<file path="src/rtl/pulse_conditioner_if.sv">
// rtl/pulse_conditioner_if.sv - bundle of pulse front-end inputs, controls and outputs
//
// Purpose: groups the per-channel pulse inputs, quasi-static controls,
//          counter strobes and the conditioned outputs of pulse_conditioner.
// Modports:
//   master - drives pulse_in, invert, edge_mode, min_width, holdoff,
//            count_latch, count_clear; observes pulse_out, level_out,
//            counts, overflow
//   slave  - the conditioner itself (mirror of master)
interface pulse_conditioner_if #(
   parameter int NUM_INPUTS    = 12,
   parameter int FILTER_WIDTH  = 4,
   parameter int HOLDOFF_WIDTH = 8,
   parameter int COUNT_WIDTH   = 16
) ();
   logic [NUM_INPUTS-1:0]             pulse_in;
   logic [NUM_INPUTS-1:0]             invert;
   logic [1:0]                        edge_mode;
   logic [FILTER_WIDTH-1:0]           min_width;
   logic [HOLDOFF_WIDTH-1:0]          holdoff;
   logic                              count_latch;
   logic                              count_clear;
   logic [NUM_INPUTS-1:0]             pulse_out;
   logic [NUM_INPUTS-1:0]             level_out;
   logic [NUM_INPUTS*COUNT_WIDTH-1:0] counts;
   logic [NUM_INPUTS-1:0]             overflow;

   modport master (
      output pulse_in, invert, edge_mode, min_width, holdoff, count_latch, count_clear,
      input  pulse_out, level_out, counts, overflow
   );

   modport slave (
      input  pulse_in, invert, edge_mode, min_width, holdoff, count_latch, count_clear,
      output pulse_out, level_out, counts, overflow
   );
endinterface

</file>
<file path="src/rtl/pulse_conditioner.sv">
// rtl/pulse_conditioner.sv - per-channel sync, glitch filter, edge detect, holdoff and counters
//
// Purpose: conditions NUM_INPUTS asynchronous pulse lines into single-cycle
//          pulse_out strobes plus filtered levels, with optional per-channel
//          pulse counters.
// Optional feature macro: PULSE_COUNTERS_EN (defined -> counters, counts and
//          overflow implemented; undefined -> counts/overflow tied to 0 and
//          count_latch/count_clear ignored).
// Ports:
//   clk     - single rising-edge clock
//   reset_n - asynchronous active-low reset
//   bus     - pulse_conditioner_if.slave: pulse_in, invert, edge_mode,
//             min_width, holdoff, count_latch, count_clear in;
//             pulse_out, level_out, counts, overflow out
module pulse_conditioner #(
   parameter int NUM_INPUTS    = 12,
   parameter int SYNC_STAGES   = 2,
   parameter int FILTER_WIDTH  = 4,
   parameter int HOLDOFF_WIDTH = 8,
   parameter int COUNT_WIDTH   = 16
) (
   input  logic                 clk,
   input  logic                 reset_n,
   pulse_conditioner_if.slave   bus
);

   logic [NUM_INPUTS-1:0]                    r_sync [SYNC_STAGES];
   logic [NUM_INPUTS-1:0]                    r_level;
   logic [NUM_INPUTS-1:0]                    r_level_d;
   logic [NUM_INPUTS-1:0]                    r_pulse;
   logic [NUM_INPUTS-1:0][FILTER_WIDTH-1:0]  r_fc;
   logic [NUM_INPUTS-1:0][HOLDOFF_WIDTH-1:0] r_ho;

   logic [NUM_INPUTS-1:0] w_lvl;
   logic [NUM_INPUTS-1:0] w_rise;
   logic [NUM_INPUTS-1:0] w_fall;
   logic [NUM_INPUTS-1:0] w_edge;
   logic [NUM_INPUTS-1:0] w_accept;

   // Polarity is applied after the synchroniser so toggling invert never
   // reaches a metastable flop.
   assign w_lvl  = r_sync[SYNC_STAGES-1] ^ bus.invert;
   assign w_rise = r_level & ~r_level_d;
   assign w_fall = ~r_level & r_level_d;

   always_comb begin
      w_edge = '0;
      case (bus.edge_mode)
         2'b01:   w_edge = w_rise;
         2'b10:   w_edge = w_fall;
         2'b11:   w_edge = w_rise | w_fall;
         default: w_edge = '0;
      endcase
   end

   // An edge is taken only once the dead-time counter has drained to zero.
   always_comb begin
      w_accept = '0;
      for (int c = 0; c < NUM_INPUTS; c++) begin
         w_accept[c] = w_edge[c] & (r_ho[c] == '0);
      end
   end

   always_ff @(posedge clk or negedge reset_n) begin
      if (!reset_n) begin
         for (int s = 0; s < SYNC_STAGES; s++) begin
            r_sync[s] <= '0;
         end
         r_level   <= '0;
         r_level_d <= '0;
         r_pulse   <= '0;
         r_fc      <= '0;
         r_ho      <= '0;
      end else begin
         r_sync[0] <= bus.pulse_in;
         for (int s = 1; s < SYNC_STAGES; s++) begin
            r_sync[s] <= r_sync[s-1];
         end
         r_level_d <= r_level;
         r_pulse   <= w_accept;
         for (int c = 0; c < NUM_INPUTS; c++) begin
            // >= rather than == keeps the filter from wrapping if min_width
            // is lowered while a count is in progress.
            if (w_lvl[c] != r_level[c]) begin
               if (r_fc[c] >= bus.min_width) begin
                  r_level[c] <= ~r_level[c];
                  r_fc[c]    <= '0;
               end else begin
                  r_fc[c] <= r_fc[c] + 1'b1;
               end
            end else begin
               r_fc[c] <= '0;
            end

            if (w_accept[c]) begin
               r_ho[c] <= bus.holdoff;
            end else if (r_ho[c] != '0) begin
               r_ho[c] <= r_ho[c] - 1'b1;
            end
         end
      end
   end

   assign bus.pulse_out = r_pulse;
   assign bus.level_out = r_level;

`ifdef PULSE_COUNTERS_EN
   logic [NUM_INPUTS-1:0][COUNT_WIDTH-1:0] r_cnt;
   logic [NUM_INPUTS-1:0]                  r_ovf_live;
   logic [NUM_INPUTS-1:0][COUNT_WIDTH-1:0] r_counts;
   logic [NUM_INPUTS-1:0]                  r_ovf;
   logic [NUM_INPUTS-1:0][COUNT_WIDTH-1:0] w_cnt_next;
   logic [NUM_INPUTS-1:0]                  w_ovf_next;

   // Live value including this cycle's pulse, so a latch coincident with a
   // pulse still captures it. Overflow marks a pulse lost at saturation.
   always_comb begin
      w_cnt_next = r_cnt;
      w_ovf_next = r_ovf_live;
      for (int c = 0; c < NUM_INPUTS; c++) begin
         if (r_pulse[c]) begin
            if (&r_cnt[c]) begin
               w_ovf_next[c] = 1'b1;
            end else begin
               w_cnt_next[c] = r_cnt[c] + 1'b1;
            end
         end
      end
   end

   always_ff @(posedge clk or negedge reset_n) begin
      if (!reset_n) begin
         r_cnt      <= '0;
         r_ovf_live <= '0;
         r_counts   <= '0;
         r_ovf      <= '0;
      end else if (bus.count_clear) begin
         r_cnt      <= '0;
         r_ovf_live <= '0;
         r_counts   <= '0;
         r_ovf      <= '0;
      end else if (bus.count_latch) begin
         r_counts   <= w_cnt_next;
         r_ovf      <= w_ovf_next;
         r_cnt      <= '0;
         r_ovf_live <= '0;
      end else begin
         r_cnt      <= w_cnt_next;
         r_ovf_live <= w_ovf_next;
      end
   end

   assign bus.counts   = r_counts;
   assign bus.overflow = r_ovf;
`else
   logic w_unused_ctl;
   assign w_unused_ctl = bus.count_latch ^ bus.count_clear;
   assign bus.counts   = '0;
   assign bus.overflow = '0;
`endif

endmodule

</file>
<file path="src/flat_wrapper.sv">
// flat-port wrapper written by rule: the top's interface ports become plain ports
module pulse_conditioner_flat 
#(
   parameter int NUM_INPUTS    = 12,
   parameter int SYNC_STAGES   = 2,
   parameter int FILTER_WIDTH  = 4,
   parameter int HOLDOFF_WIDTH = 8,
   parameter int COUNT_WIDTH   = 16
)
  (clk, reset_n, bus_pulse_in, bus_invert, bus_edge_mode, bus_min_width, bus_holdoff, bus_count_latch, bus_count_clear, bus_pulse_out, bus_level_out, bus_counts, bus_overflow);
  pulse_conditioner_if #(.NUM_INPUTS(NUM_INPUTS), .FILTER_WIDTH(FILTER_WIDTH), .HOLDOFF_WIDTH(HOLDOFF_WIDTH), .COUNT_WIDTH(COUNT_WIDTH)) bus_i ();
  input  logic clk;
  input  logic reset_n;
  input wire logic [$bits(bus_i.pulse_in)-1:0] bus_pulse_in;
  input wire logic [$bits(bus_i.invert)-1:0] bus_invert;
  input wire logic [$bits(bus_i.edge_mode)-1:0] bus_edge_mode;
  input wire logic [$bits(bus_i.min_width)-1:0] bus_min_width;
  input wire logic [$bits(bus_i.holdoff)-1:0] bus_holdoff;
  input wire logic [$bits(bus_i.count_latch)-1:0] bus_count_latch;
  input wire logic [$bits(bus_i.count_clear)-1:0] bus_count_clear;
  output wire logic [$bits(bus_i.pulse_out)-1:0] bus_pulse_out;
  output wire logic [$bits(bus_i.level_out)-1:0] bus_level_out;
  output wire logic [$bits(bus_i.counts)-1:0] bus_counts;
  output wire logic [$bits(bus_i.overflow)-1:0] bus_overflow;
  assign bus_i.pulse_in = bus_pulse_in;
  assign bus_i.invert = bus_invert;
  assign bus_i.edge_mode = bus_edge_mode;
  assign bus_i.min_width = bus_min_width;
  assign bus_i.holdoff = bus_holdoff;
  assign bus_i.count_latch = bus_count_latch;
  assign bus_i.count_clear = bus_count_clear;
  assign bus_pulse_out = bus_i.pulse_out;
  assign bus_level_out = bus_i.level_out;
  assign bus_counts = bus_i.counts;
  assign bus_overflow = bus_i.overflow;
  pulse_conditioner #(.NUM_INPUTS(NUM_INPUTS), .SYNC_STAGES(SYNC_STAGES), .FILTER_WIDTH(FILTER_WIDTH), .HOLDOFF_WIDTH(HOLDOFF_WIDTH), .COUNT_WIDTH(COUNT_WIDTH)) u_core (.clk(clk), .reset_n(reset_n), .bus(bus_i));
endmodule
</file>
<file path="config.mk">
export PLATFORM = sky130hd
export DESIGN_NAME = pulse_conditioner_flat
export DESIGN_NICKNAME = d
export VERILOG_FILES = /design/src/rtl/pulse_conditioner_if.sv /design/src/rtl/pulse_conditioner.sv /design/src/flat_wrapper.sv
export SDC_FILE = /design/constraint.sdc
export NUM_CORES = 1
export LEC_CHECK = 0
export ABC_AREA = 1
export BUFFER_PORTS_ARGS = -buffer_cell sky130_fd_sc_hd__buf_2
export CORE_MARGIN = 5
export CORE_UTILIZATION = 56
export DETAILED_ROUTE_END_ITERATION = 16
export PLACE_DENSITY = 0.92
export SLEW_MARGIN = 20
export SYNTH_ARGS = -nofsm -noshare
export SYNTH_HDL_FRONTEND = slang
export SYNTH_SLANG_ARGS = --single-unit
</file>
<file path="constraint.sdc">
create_clock -name clk -period 1.95 [get_ports clk]
set_input_delay 0.39 -clock clk [delete_from_list [all_inputs] [get_ports clk]]
set_output_delay 0.39 -clock clk [all_outputs]
set_load 0.05 [all_outputs]
</file>
==> reports/qor.txt, run 1 <==
Number of enable flip-flop cells after synthesis -> 0
Fraction of the cycle the final worst path needs -> 0.919
Total negative slack -> 0 ns
CTS max path bufs -> 3
Worst setup SP type -> flop
Number of DRC violations after detailed routing -> 0
Routed len/inst -> 14.9 um
Core Footprint -> 23300 um2
Worst min-delay path endpoint -> u_core.bus.level_out[6]$_DFFE_PN0P_
Core occupancy in the finished layout -> 0.602
Outcome -> completed
First-pass GRT wire length -> 49200 um
Share of post-route cells with drive strength above 1 -> 0.106
Worst clock skew -> 0.0270 ns
WHS -> 0.243 ns
Number of DRC markers in iteration 0 -> 863
Number of placement rows -> 56
TritonCTS clock tree -> done
# setup viols final -> 0
Number of register bits inferred by synthesis -> 204
Antenna Violating Nets Remaining -> 0
Via-to-Cell Ratio -> 5.25
Vertical die dimension -> 163 um
Count of max-cap constraint violations -> 0
Fin. max-slew vios -> 0
Final Hold Vio Count -> 0
Final net count -> 1821
Worst hold-check path type -> in -> reg
Hold buffer count at cts -> 13
Largest net degree at the start of global routing -> 60
Number of global-route vias before repair -> 10600
Number of top-level pins -> 270
Total number of H-tree levels -> 1
VDD IR-drop max -> 0.561 mV
Number of buffers added for setup after CTS -> 0
Number of cells on the worst hold path -> 5
Required arrival time at the worst endpoint -> 2.35 ns
Setup repair after global routing missed its margin -> no
Transition time at the pin with the least slew margin -> 0.638 ns
Width of the chip -> 163 um
Starting density of the core -> 0.563
Number of sinks handled by clock tree synthesis -> 204
Layout Area Growth over Synthesis -> 6.87%
Clock slew at the register clock pins of the worst setup and hold paths -> 0.06 ns
End of the worst register-to-register path -> u_core.r_ho[70]$_DFFE_PN0P_
Kind of end point of the critical path -> flop
Reg2reg path depth -> 9
Number of distinct library cells after synthesis -> 37
Detailed-route wire length -> 30100 um
Layout filler cell count -> 1825
Number of buffers created by CTS -> 23
Static Leakage -> 7.51 nW
Resized Gates After CTS -> 0
Start point of the worst hold path -> bus_invert[6]
Placer congestion estimate -> 0.861
Pwr per Cell Area -> 1080 nW/um2
Initial antenna violation count -> 2
Placed cell count -> 1964
Synthesized area per cell -> 8.27 um2
Data arrival time of the worst path -> 2.19 ns
Sequential cell area fraction in the yosys report -> 0.390
Final cell count without fillers -> 2016
Area enclosed by the die boundary -> 26600 um2
Syn Inst Count -> 1585
Primary flip-flop cell chosen by synthesis mapping -> sky130_fd_sc_hd__dfrtp_1
Setup CP Type -> reg -> reg
Detailed-route via count -> 10600
Root cell of the clock tree -> sky130_fd_sc_hd__clkbuf_16
Number of input and output port buffers inserted -> 63
Total standard cell area after synthesis -> 13100 um2
CP max FO -> 7
Launching point of the worst reg2reg path -> u_core.r_ho[64]$_DFFE_PN0P_
Number of detailed-route iterations in the first pass -> 6
Overall track demand over capacity in global routing -> 0.223
Number of warnings reported in the yosys synthesis log -> 0
Detailed Place HPWL -> 20600 um
Crit path time final -> 1.79 ns
Clock latency on the worst-skew pair -> 0.53 ns
Max_slew headroom -> 0.574
Worst setup slack for register-to-register paths -> 0.16 ns
FFs w/ async S/R, synth -> 1.00
Overall overflow remaining after global route -> 0
Highest achievable clock rate -> 0.558 GHz
-- registers in the layout, indices dropped and copies added, names as in the netlist --
signal                count
u_core.bus.level_out     12
u_core.r_level_d         12
u_core.bus.pulse_out     12
u_core.r_fc              48
u_core.r_sync            24
u_core.r_ho              96
-- per-stage QoR --
stage	cell area, um2	power, mW	setup WS [ns]
6_report	14000	15.1	0.159
5_1_grt	14000	15.9	0.0280
4_1_cts	14000	15.1	0.215
3_5_place_dp	13100	10.5	-0.144
3_3_place_gp	13100	10.1	0.0320
2_1_floorplan	13900	9.53	0.198
-- worst max path at each step --
stage	endpoint	from	cells past startpoint	slack [ns]
2_1_floorplan	u_core.r_ho[11]$_DFFE_PN0P_	u_core.bus.level_out[1]$_DFFE_PN0P_	9	0.20
3_3_place_gp	u_core.bus.level_out[10]$_DFFE_PN0P_	bus_min_width[3]	7	0.03
3_5_place_dp	u_core.r_fc[10]$_DFF_PN0_	bus_min_width[3]	6	-0.14
4_1_cts	u_core.r_ho[70]$_DFFE_PN0P_	u_core.r_ho[64]$_DFFE_PN0P_	9	0.21
5_1_grt	u_core.r_ho[70]$_DFFE_PN0P_	u_core.r_ho[64]$_DFFE_PN0P_	9	0.03
6_report	u_core.r_ho[70]$_DFFE_PN0P_	u_core.r_ho[64]$_DFFE_PN0P_	9	0.16
-- per-layer routing --
layer | track usage | part of all wire
met1 | 0.263 | 0.36
met3 | 0.0458 | 0.092
met5 | 0 | 0.00023
met2 | 0.386 | 0.50
met4 | 0.111 | 0.044
-- placed cells by master (no fill, tap or decap), types with 40 or more instances in the layout --
cell,n
sky130_fd_sc_hd__buf_2,62
sky130_fd_sc_hd__conb_1,204
sky130_fd_sc_hd__nand2_1,270
sky130_fd_sc_hd__nor2_1,117
sky130_fd_sc_hd__inv_1,189
sky130_fd_sc_hd__nor3_1,40
sky130_fd_sc_hd__ha_1,96
sky130_fd_sc_hd__a21oi_1,41
sky130_fd_sc_hd__dfrtp_1,204
sky130_fd_sc_hd__nand3_1,193
-- Yosys cell counts (14+ instances only) --
master,number,area [um2]
sky130_fd_sc_hd__a21oi_1,41,205
sky130_fd_sc_hd__inv_1,189,709
sky130_fd_sc_hd__nand4_1,23,144
sky130_fd_sc_hd__buf_4,205,1540
sky130_fd_sc_hd__dfrtp_1,204,5100
sky130_fd_sc_hd__nand3_1,193,966
sky130_fd_sc_hd__o21ai_0,32,160
sky130_fd_sc_hd__nor2_1,117,439
sky130_fd_sc_hd__nand2_1,270,1010
sky130_fd_sc_hd__o21bai_1,14,105
sky130_fd_sc_hd__xor2_1,30,263
sky130_fd_sc_hd__or2_2,15,93.8
sky130_fd_sc_hd__ha_1,96,1200
sky130_fd_sc_hd__xnor2_1,32,280
sky130_fd_sc_hd__nor3_1,40,200
-- kinds of logic (layout without fill, tap and decap cells) --
logic type / Yosys count / after routing / share of synthesized area
simple gates: 704 / 704 / 0.254
buf+inv: 420 / 328 / 0.182
flops: 204 / 204 / 0.390
compound gates: 98 / 98 / 0.0414
fa+ha+maj: 96 / 96 / 0.0917
xor+xnor: 62 / 62 / 0.0414
other cells: 1 / 205 / 0.000286
-- final cells by class --
cell class              count  area [um2]  area share
diodes                      1        2.50    0.000179
flip-flops and latches    204        5100       0.365
repair buffers             86         579      0.0414
well taps                 319         399      0.0285
clock inverters             8         123     0.00876
multi-input cells        1164        6380       0.456
clock buffers              30         642      0.0458
inverters                 204         773      0.0552
-- power breakdown --
| part | internal (mW) | leakage (nW) | switching, mW |
|---|---|---|---|
| combinational | 1.46 | 4.63 | 3.74 |
| sequential | 4.87 | 2.50 | 0.614 |
| clock | 2.70 | 0.379 | 1.73 |
-- worst max-delay path: stages (launching register included) --
cell and delay [ns]:
sky130_fd_sc_hd__dfrtp_1 0.38, sky130_fd_sc_hd__inv_1 0.14, sky130_fd_sc_hd__ha_1 0.25, sky130_fd_sc_hd__nand2_1 0.14, sky130_fd_sc_hd__nor2_4 0.22, sky130_fd_sc_hd__inv_1 0.19, sky130_fd_sc_hd__nor2_4 0.19, sky130_fd_sc_hd__inv_1 0.06
sky130_fd_sc_hd__nand2_1 0.06, sky130_fd_sc_hd__nor2_1 0.04
Power figures use the tool's default switching activity.
==> run 2: changes to the inputs <==
Settings changed: PLACE_DENSITY 0.92 to unset, PLACE_DENSITY_LB_ADDON set to 0.25, SETUP_SLACK_MARGIN set to 0.1.
==> run 2 against run 1 <==
Compared with the run above: non-clock buffer count up 6; clock power rose by 3%; sequential share of layout area shrank 0.23 points; worst hold slack worse by 0.041 ns; critical endpoint is now bus_level_out[11]; core utilization increased by 0.38 points; cell count grew 0.35%; cell area is 0.63% higher.
==> reports/qor.txt, run 2 (synthesis gave the netlist of run 1 again) <==
Clock slew at the register clock pins of the worst setup and hold paths -> 0.06 ns
Total negative slack -> 0 ns
Root cell of the clock tree -> sky130_fd_sc_hd__clkbuf_16
Layout filler cell count -> 2128
Detailed Place HPWL -> 19500 um
Width of the chip -> 163 um
Number of buffers created by CTS -> 24
Detailed-route wire length -> 26400 um
Reported net switching power -> 5.80 mW
Final cell area excluding filler cells -> 14100 um2
Worst setup SP type -> flop
Proportion of power drawn by flip-flops and latches -> 0.364
Kind of end point of the critical path -> output pin
Placer congestion estimate -> 0.869
Number of DRC violations after detailed routing -> 0
Commonest non-fill, non-tap cell in the layout -> sky130_fd_sc_hd__nand2_1
Most frequent cells in the layout -> 270 x sky130_fd_sc_hd__nand2_1, 204 x sky130_fd_sc_hd__conb_1, 204 x sky130_fd_sc_hd__dfrtp_1, 193 x sky130_fd_sc_hd__nand3_1, 189 x sky130_fd_sc_hd__inv_1
Number of sinks handled by clock tree synthesis -> 204
Crit path time final -> 1.66 ns
TritonCTS clock tree -> done
Share of post-route cells with drive strength above 1 -> 0.110
Setup repair after global routing missed its margin -> no
WHS -> 0.202 ns
Transition time at the pin with the least slew margin -> 0.593 ns
Core Footprint -> 23300 um2
Number of DRC markers in iteration 0 -> 517
Fraction of the cycle the final worst path needs -> 0.850
Clock latency on the worst-skew pair -> 0.52 ns
Routed len/inst -> 13.1 um
Share of power burned in combinational logic -> 0.331
Outcome -> completed
# setup viols final -> 0
Final cell count without fillers -> 2023
Dpl cell area -> 13200 um2
Area enclosed by the die boundary -> 26600 um2
Total number of H-tree levels -> 1
Number of flip-flops in the largest register -> 96
Required arrival time at the worst endpoint -> 1.56 ns
Total power draw -> 14.9 mW
Number of buffers added for setup after CTS -> 0
Pwr per Cell Area -> 1060 nW/um2
Data arrival time of the worst path -> 1.27 ns
Setup CP Type -> reg -> out
Placed cell count -> 1970
Largest net degree at the start of global routing -> 63
Smallest setup slack after layout -> 0.293 ns
Count of max-cap constraint violations -> 0
Antenna Violating Nets Remaining -> 0
Overall track demand over capacity in global routing -> 0.198
Via-to-Cell Ratio -> 4.84
CTS max path bufs -> 3
First-pass GRT wire length -> 44100 um
Internal power -> 9.11 mW
Biggest register -> u_core.r_ho
Final Hold Vio Count -> 0
Core occupancy in the finished layout -> 0.606
Layout Area Growth over Synthesis -> 7.54%
Number of detailed-route iterations in the first pass -> 5
CP max FO -> 4
Overall overflow remaining after global route -> 0
Top flop regs -> u_core.r_ho: 96 flops, u_core.r_fc: 48 flops, u_core.r_sync: 24 flops
Switching share of power -> 0.389
Max_slew headroom -> 0.604
Starting density of the core -> 0.563
Worst Setup Slack post-DPL -> -0.0468 ns
Static Leakage -> 7.55 nW
Number of placement rows -> 56
Initial antenna violation count -> 0
Number of inserted diodes -> 0
Worst clock skew -> 0.0140 ns
Fin. max-slew vios -> 0
Vertical die dimension -> 163 um
Highest achievable clock rate -> 0.604 GHz
Number of global-route vias before repair -> 9633
Worst hold-check path type -> in -> reg
Final net count -> 1828
Number of input and output port buffers inserted -> 63
Detailed-route via count -> 9801
Number of top-level pins -> 270
VDD IR-drop max -> 0.654 mV
Share of total power in the clock network -> 0.305
run 2: cell count changes in the layout (fill, tap and decap cells not counted), moves of 2 or more:
cell	before	now
sky130_fd_sc_hd__clkbuf_16	23	25
sky130_fd_sc_hd__clkinv_2	3	0
sky130_fd_sc_hd__clkbuf_8	5	7
sky130_fd_sc_hd__buf_4	6	12
sky130_fd_sc_hd__clkinvlp_4	0	3
run 2: layout make-up:
class / count / area, um2 / area share
Tap cell: 319 / 399 / 0.0283
Clock buffer: 35 / 723 / 0.0513
Inverter: 204 / 773 / 0.0549
Multi-Input combinational cell: 1164 / 6380 / 0.453
Timing Repair Buffer: 92 / 624 / 0.0443
Clock inverter: 5 / 82.6 / 0.00586
Sequential cell: 204 / 5100 / 0.362
run 2: final timing paths:
check | startpoint | endpoint | slack [ns] | cells after the start
setup / recovery | u_core.bus.level_out[11]$_DFFE_PN0P_ | bus_level_out[11] | 0.29 | 2
hold / removal | bus_holdoff[5] | u_core.r_ho[5]$_DFFE_PN0P_ | 0.20 | 3
setup reg to reg | u_core.r_ho[8]$_DFFE_PN0P_ | u_core.r_ho[12]$_DFFE_PN0P_ | 0.31 | 7
hold reg to reg | u_core.r_sync[21]$_DFF_PN0_ | u_core.r_sync[9]$_DFF_PN0_ | 0.34 | 0
max in group asynchronous | reset_n | u_core.bus.level_out[11]$_DFFE_PN0P_ | 0.87 | 3
min in group asynchronous | reset_n | u_core.r_ho[51]$_DFFE_PN0P_ | 0.45 | 2
run 2: critical path: stages (launching register included):
cell	delay (ns)
sky130_fd_sc_hd__dfrtp_1	0.35
sky130_fd_sc_hd__buf_4	0.14
sky130_fd_sc_hd__buf_2	0.26
run 2: metal layers:
layer | global-route usage | wire length, um
met5 | 0 | 0
met4 | 0.0549 | 500
met3 | 0.0291 | 1550
met2 | 0.343 | 12800
met1 | 0.259 | 11500
run 2: repair_timing:
item / in CTS / in global routing
hold buffers: 13 / 0
resized for setup: 0 / 1
hold endpoints to repair: 66 / 0
setup endpoints to repair: 0 / 1
run 2: power groups by stage:
stage | clock [mW] | sequential, mW | combinational (mW)
2_1_floorplan | 0 | 5.79 | 3.74
4_1_cts | 4.64 | 5.43 | 4.98
5_1_grt | 4.83 | 5.53 | 5.57
3_5_place_dp | 0 | 5.50 | 4.92
6_report | 4.55 | 5.43 | 4.93
3_3_place_gp | 0 | 5.47 | 4.75
